## config.mk

```make
export PLATFORM = sky130hd
export DESIGN_NAME = memory_write_control
export DESIGN_NICKNAME = d
export VERILOG_FILES = /design/src/rtl/state_pkg.sv /design/src/rtl/sync_edge_det.sv /design/src/rtl/memory_write_control.sv
export SDC_FILE = /design/constraint.sdc
export NUM_CORES = 1
export LEC_CHECK = 0
export CORE_ASPECT_RATIO = 0.7
export CORE_MARGIN = 1
export CORE_UTILIZATION = 45
export CTS_CLUSTER_SIZE = 30
export DETAILED_ROUTE_END_ITERATION = 10
export PLACE_DENSITY = 0.86
export SKIP_LAST_GASP = 1
export SLEW_MARGIN = 20
export SYNTH_ARGS = -nofsm -noshare
export SYNTH_HDL_FRONTEND = slang
export SYNTH_SLANG_ARGS = --single-unit
export TNS_END_PERCENT = 10
```

## constraint.sdc

```tcl
create_clock -name i_clk -period 1.89 [get_ports i_clk]
set_input_delay 0.567 -clock i_clk [delete_from_list [all_inputs] [get_ports i_clk]]
set_output_delay 0.567 -clock i_clk [all_outputs]
set_load 0.005 [all_outputs]
```

## src/rtl/state_pkg.sv

```systemverilog
// Shared state encodings and helpers for the frame memory controller.
package state_pkg;

  // Write-side capture FSM states.
  typedef enum logic [1:0] {
    W_IDLE  = 2'd0,
    W_ARMED = 2'd1,
    W_WRITE = 2'd2,
    W_DONE  = 2'd3
  } Wstate_t;

  // Width of the line/pixel counters and of the resolution inputs.
  localparam int unsigned CNT_W = 12;
  localparam int unsigned RES_W = 11;

  // Decimation keep test: with decimation on, only even rows and even columns are stored.
  function automatic logic keep_pixel(input logic decim_en, input logic col_lsb,
                                      input logic row_lsb);
    return ~decim_en | (~col_lsb & ~row_lsb);
  endfunction

endpackage

```

## src/rtl/sync_edge_det.sv

```systemverilog
// One-bit history register with rise/fall detection against the registered copy.
module sync_edge_det (
  input  logic i_clk,
  input  logic rst,
  input  logic i_d,
  output logic o_q,
  output logic o_rise_c,
  output logic o_fall_c
);

  logic r_q;

  // Previous-cycle copy of the input.
  always_ff @(posedge i_clk) begin
    if (rst) begin
      r_q <= 1'b0;
    end else begin
      r_q <= i_d;
    end
  end

  assign o_q      = r_q;
  assign o_rise_c = i_d & ~r_q;
  assign o_fall_c = ~i_d & r_q;

endmodule

```

## src/rtl/memory_write_control.sv

```systemverilog
// Write side of the frame memory controller: captures whole frames from a vsync/de stream
// into the frame RAM, optionally 2x2 decimated, with sticky line/frame/overflow flags.
module memory_write_control
  import state_pkg::*;
#(
  parameter int unsigned DATA_WIDTH = 24,
  parameter int unsigned ADDR_DEPTH = 512 * 512 / 4,
  parameter int unsigned ADDR_WIDTH = $clog2(ADDR_DEPTH),
  parameter int unsigned DECIM_EN   = 1
) (
  input  logic                  i_clk,
  input  logic                  rst,
  input  logic                  i_vsync,
  input  logic                  i_de,
  input  logic [DATA_WIDTH-1:0] i_data,
  input  logic [RES_W-1:0]      i_hres,
  input  logic [RES_W-1:0]      i_vres,
  output logic                  o_wen,
  output logic [ADDR_WIDTH-1:0] o_waddr,
  output logic [DATA_WIDTH-1:0] o_wdata,
  output logic                  o_frame_done,
  output logic                  o_line_err,
  output logic                  o_frame_err,
  output logic                  o_ovf
);

  // The running address carries one extra bit so it can reach ADDR_DEPTH and saturate there.
  localparam int unsigned          AW1       = ADDR_WIDTH + 1;
  localparam logic [AW1-1:0]       DEPTH_VAL = AW1'(ADDR_DEPTH);
  localparam logic [AW1-1:0]       ADDR_ONE  = AW1'(1);
  localparam logic [CNT_W-1:0]     CNT_ONE   = CNT_W'(1);
  localparam logic                 DECIM_ON  = (DECIM_EN != 0);

  Wstate_t               r_state;
  Wstate_t               w_state_nxt;

  logic [CNT_W-1:0]      r_col_cnt;
  logic [CNT_W-1:0]      r_row_cnt;
  logic [AW1-1:0]        r_waddr_nxt;

  logic                  r_wen;
  logic [ADDR_WIDTH-1:0] r_waddr;
  logic [DATA_WIDTH-1:0] r_wdata;
  logic                  r_frame_done;
  logic                  r_line_err;
  logic                  r_frame_err;
  logic                  r_ovf;

  logic                  w_vs_q;
  logic                  w_vs_rise;
  logic                  w_vs_fall;
  logic                  w_de_q;
  logic                  w_de_rise;
  logic                  w_de_fall;
  logic [3:0]            w_unused_edges;

  logic                  w_accept;
  logic                  w_keep;
  logic                  w_full;
  logic                  w_write;
  logic                  w_drop;
  logic                  w_line_end;
  logic                  w_frame_end;
  logic                  w_rearm;
  logic                  w_set_frame_err;
  logic                  w_set_line_err;

  sync_edge_det u_vsync_edge (
    .i_clk    (i_clk),
    .rst      (rst),
    .i_d      (i_vsync),
    .o_q      (w_vs_q),
    .o_rise_c (w_vs_rise),
    .o_fall_c (w_vs_fall)
  );

  sync_edge_det u_de_edge (
    .i_clk    (i_clk),
    .rst      (rst),
    .i_d      (i_de),
    .o_q      (w_de_q),
    .o_rise_c (w_de_rise),
    .o_fall_c (w_de_fall)
  );

  // Edge-detector outputs this block has no use for.
  assign w_unused_edges = {w_vs_q, w_vs_fall, w_de_q, w_de_rise};

  // FSM state register.
  always_ff @(posedge i_clk) begin
    if (rst) begin
      r_state <= W_IDLE;
    end else begin
      r_state <= w_state_nxt;
    end
  end

  // FSM next state: a vsync rise always re-arms; otherwise advance on first pixel / last line.
  always_comb begin
    w_state_nxt = r_state;
    case (r_state)
      W_IDLE: begin
        if (w_vs_rise) w_state_nxt = W_ARMED;
      end
      W_ARMED: begin
        if (w_vs_rise)  w_state_nxt = W_ARMED;
        else if (i_de)  w_state_nxt = W_WRITE;
      end
      W_WRITE: begin
        if (w_vs_rise)        w_state_nxt = W_ARMED;
        else if (w_frame_end) w_state_nxt = W_DONE;
      end
      W_DONE: begin
        if (w_vs_rise) w_state_nxt = W_ARMED;
      end
      default: w_state_nxt = W_IDLE;
    endcase
  end

  // FSM outputs: pixel accept/write decisions and flag set conditions for this cycle.
  always_comb begin
    w_accept        = 1'b0;
    w_keep          = 1'b0;
    w_full          = 1'b0;
    w_write         = 1'b0;
    w_drop          = 1'b0;
    w_line_end      = 1'b0;
    w_frame_end     = 1'b0;
    w_rearm         = 1'b0;
    w_set_frame_err = 1'b0;
    w_set_line_err  = 1'b0;

    w_rearm  = w_vs_rise;
    w_accept = ((r_state == W_ARMED) || (r_state == W_WRITE)) & i_de & ~w_vs_rise;
    w_keep   = keep_pixel(DECIM_ON, r_col_cnt[0], r_row_cnt[0]);
    w_full   = (r_waddr_nxt == DEPTH_VAL);
    w_write  = w_accept & w_keep & ~w_full;
    w_drop   = w_accept & w_keep & w_full;

    w_line_end      = (r_state == W_WRITE) & w_de_fall & ~w_vs_rise;
    w_frame_end     = w_line_end & ((r_row_cnt + CNT_ONE) == CNT_W'(i_vres));
    w_set_line_err  = w_line_end & (r_col_cnt != CNT_W'(i_hres));
    w_set_frame_err = w_vs_rise & (r_state == W_WRITE);
  end

  // Pixel/line counters and the saturating running write address.
  always_ff @(posedge i_clk) begin
    if (rst) begin
      r_col_cnt   <= '0;
      r_row_cnt   <= '0;
      r_waddr_nxt <= '0;
    end else if (w_rearm) begin
      r_col_cnt   <= '0;
      r_row_cnt   <= '0;
      r_waddr_nxt <= '0;
    end else begin
      if (w_line_end) begin
        r_col_cnt <= '0;
        r_row_cnt <= r_row_cnt + CNT_ONE;
      end else if (w_accept) begin
        r_col_cnt <= r_col_cnt + CNT_ONE;
      end
      if (w_write) begin
        r_waddr_nxt <= r_waddr_nxt + ADDR_ONE;
      end
    end
  end

  // RAM write port register; address and data hold their last written values.
  always_ff @(posedge i_clk) begin
    if (rst) begin
      r_wen   <= 1'b0;
      r_waddr <= '0;
      r_wdata <= '0;
    end else begin
      r_wen <= w_write;
      if (w_write) begin
        r_waddr <= r_waddr_nxt[ADDR_WIDTH-1:0];
        r_wdata <= i_data;
      end
    end
  end

  // Frame-done pulse and sticky error flags, cleared only by reset.
  always_ff @(posedge i_clk) begin
    if (rst) begin
      r_frame_done <= 1'b0;
      r_line_err   <= 1'b0;
      r_frame_err  <= 1'b0;
      r_ovf        <= 1'b0;
    end else begin
      r_frame_done <= w_frame_end;
      if (w_set_line_err)  r_line_err  <= 1'b1;
      if (w_set_frame_err) r_frame_err <= 1'b1;
      if (w_drop)          r_ovf       <= 1'b1;
    end
  end

  assign o_wen        = r_wen;
  assign o_waddr      = r_waddr;
  assign o_wdata      = r_wdata;
  assign o_frame_done = r_frame_done;
  assign o_line_err   = r_line_err;
  assign o_frame_err  = r_frame_err;
  assign o_ovf        = r_ovf;

endmodule

```

==> results of run 1 <==
[cell usage after synthesis, drive strengths merged, types with 8 or more instances]
cell and count:
dfxtp 90, nand3 15, o21ai 20, clkbuf 16, nor2 52, nand2 101, xnor2 13, a21oi 49
nand4 14, inv 11, buf 8, xor2 31
[placed cells by master, fill, tap and decap left out, types with 3 or more instances in the layout]
cell             netlist  layout
nand2_1              101     101
clkdlybuf4s50_1        0      88
dfxtp_1               90      79
buf_4                  0      54
a21oi_1               49      49
nor2_1                52      47
xor2_1                31      30
o21ai_0               20      18
nand3_1               14      13
nand4_1               13      13
xnor2_1               13      11
dfxtp_2                0      11
inv_1                 11       9
clkbuf_16              0       9
and3_1                 6       6
a31oi_1                6       6
o31ai_1                5       5
or3_1                  4       4
ha_1                   7       4
nand2b_1               3       3
nor2_2                 0       3
nor2b_1                5       3
mux2i_1                3       3
and4_1                 4       3
nor3_1                 5       3
nor4_1                 5       3
ha_4                   0       3
[worst min-delay path, cell delays in order, from the launching register on]
cell     delay [ps]
dfxtp_1         310
nand2_1          50
a21oi_1          50
[area by class of cell]
type,instances,area (um^2),share of cell area (%)
Multi-Input combinational cell,379,2390,38.9
Tap cell,120,150,2.44
Sequential cell,90,1820,29.5
Timing Repair Buffer,153,1460,23.7
Clock buffer,11,233,3.79
Inverter,11,41.3,0.672
Clock inverter,5,62.6,1.02
[state kept, by name (all words and copies together), names as in the netlist, 2 cells and up]
register and count:
r_col_cnt 12, o_wdata 24, r_waddr_nxt 17, r_state 2, o_waddr 16, r_row_cnt 12
[power groups by stage]
stage / Sequential, mW / Clock (mW) / Combinational (mW)
global placement: 2.01 / 0 / 0.590
finish: 1.98 / 1.78 / 0.709
global route: 1.98 / 1.91 / 0.765
detailed placement: 2.02 / 0 / 0.609
floorplan: 2.02 / 0 / 0.268
CTS: 1.98 / 1.82 / 0.683
[cell families after synthesis]
family	Yosys count	share of synthesized area, %
AO/OA/AOI/OAI	94	13.8
adder cells (fa/ha/maj)	7	2.13
XOR/XNOR	44	9.36
multiplexers	3	0.729
flip-flops	90	43.7
AND/OR/NAND/NOR	231	26.6
buffers and inverters	35	3.65
[final timing paths]
check | to | from | depth (start not counted)
hold reg to reg | o_wdata[0] | o_wdata[0] | 2
hold / removal | o_wdata[0] | o_wdata[0] | 2
setup reg to reg | r_waddr_nxt[4] | r_state[0] | 10
setup / recovery | r_state[0] | i_vres[5] | 7
[metal layers]
| metal | vias up | wire length [um] | GRT usage (%) |
|---|---|---|---|
| li1 | 2007 | - | - |
| met1 | 1926 | 4970 | 29.1 |
| met3 | 17 | 1020 | 8.19 |
| met4 | 2 | 139 | 7.69 |
| met2 | 184 | 5560 | 40.8 |
| met5 | - | 13 | 0 |
[timing repair]
action | 4_1_cts | 5_1_grt
endpoints found under the setup margin | 62 | 49
cloned | 2 | 0
pin swaps | 9 | 13
buffers inserted | 3 | 3
resized for setup | 22 | 37
==> results.cfg, run 1 <==
[synthesis]
synth_seq_cells = 90
synth_warnings = 0
ys.flop_type = dfxtp_1
synth_edf_count = 0
syn_nets = 561
postSynthAreaPerCell_um2 = 8.17
syn_inst = 504
syn_area_um2 = 4120
yosysUniqueCellTypes = 55
synth.area.top_cells = dfxtp_1, nand2_1, xor2_1
synth_top_cell_area_share_pct = 43.7
yosys.area.top_type = dfxtp_1
yosysSeqAreaShare_pct = 43.7
synth-async-reset-ratio_pct = 0

[routing]
wl_per_cell_um = 15.2
dr.first_iter.drc_count = 361
firstDrtPassIters = 6
vias = 4136
ant_nets = 0
viasPerCell = 5.38
drcViolationCount = 0
drt-total-wl_mm = 11.7

[floorplan]
dieArea_um2 = 9550
die_w_um = 116
die_h_um = 82.0
core_area_um2 = 8650
rows = 28
ios = 95
start_util_pct = 47.6

[critical_path]
r2r_slack_ps = 20
cp.required_ps = 2150
path_class = in -> reg
crit_fanout = 4
crit_family = compound AO/OA/AOI/OAI gates
cp.arrival_ps = 2150
crit_slowest_cell = clkdlybuf4s50_1
cpPeakStageDelay_ps = 510
path_cells = clkdlybuf4s50_1 > nand2_1 > o311a_1 > o221ai_2 > a2111oi_4 > a31o_1 > a31oi_1
critical_path_buf_inv_count = 1
start_kind = input pin
cp-end-kind = register

[timing]
fin_skew_ps = 7.53
fin_crit_sh_pct = 100
drv_slew = 0
slew_headroom_pct = 77.2
hold_viol = 0
setup_slack_ps = -9.17
fmax_ghz = 0.527
rsz0062_at_grt = true
holdWs_ps = 453
tns_ps = -9.17
worst_slew_pin_slew_ps = 340
finalSetupViolCount = 1
finalCriticalPeriod_ps = 1900

[place]
gp_routability_congestion = 0.875
portBuffers = 94
dp_cells = 745
dpl.hpwl_mm = 7.94
placed_cell_area_um2 = 5530
place_ws_ps = -610

[global_route]
grt_start_max_net_pins = 31
grt_pass1_vias = 3855
grt_pass1_wl_mm = 17.8
gr-usage-all-layers_pct = 24.2
grt-ovfl-total = 0
antenna_found_initial = 1

[power]
netSwitchingPower_mw = 1.09
p_int_mw = 3.38
ir_drop_mv = 0.645
pwr-share-comb_pct = 15.9
clock_power_share_pct = 39.9
swShare_pct = 24.4
powerDensity_nw_per_um2 = 727
p_leak_nw = 2.32
p_total_mw = 4.47
power_frac_seq_pct = 44.3

[flow_run]
maxCapViolCount = 0

[clock_tree]
hold_buffers = 0
htree_levels = 3
clockBufferDepth = 2
numCtsBuffers = 9
clock-sinks = 90
clk_latency_ps = 340
clockRootBuffer = clkbuf_16
clk_pin_slew_ps = 60
cts_tree = built

[cells_and_area]
area_growth_pct = 49.2
fillers = 639
drive_gt1_share_pct = 19.3
fin_util_pct = 71.0
layout.cells.non_filler = 769
diodes = 0
fin_area_um2 = 6150
layout.nets = 701

[run_status]
outcome = finished, violations left
violations = negative setup slack

[min_path]
hold_path_class = reg -> reg
Note: power is estimated with default switching activity, not from simulation.
==> inputs of run 2 (changes only) <==
--- a/config.mk
+++ b/config.mk
@@ -10,6 +10,7 @@
 export CORE_UTILIZATION = 45
 export CTS_CLUSTER_SIZE = 30
 export DETAILED_ROUTE_END_ITERATION = 10
+export GPL_ROUTABILITY_DRIVEN = 0
 export PLACE_DENSITY = 0.86
 export SKIP_LAST_GASP = 1
 export SLEW_MARGIN = 20
==> results of run 2 <==
Final layout, timing and power as in run 1 (identical DEF).
==> inputs of run 3 (changes only) <==
--- a/config.mk
+++ b/config.mk
@@ -13,7 +13,6 @@
 export GPL_ROUTABILITY_DRIVEN = 0
 export PLACE_DENSITY = 0.86
 export SKIP_LAST_GASP = 1
-export SLEW_MARGIN = 20
 export SYNTH_ARGS = -nofsm -noshare
 export SYNTH_HDL_FRONTEND = slang
 export SYNTH_SLANG_ARGS = --single-unit
==> results of run 3 <==
Final layout, timing and power as in run 1 (identical DEF).
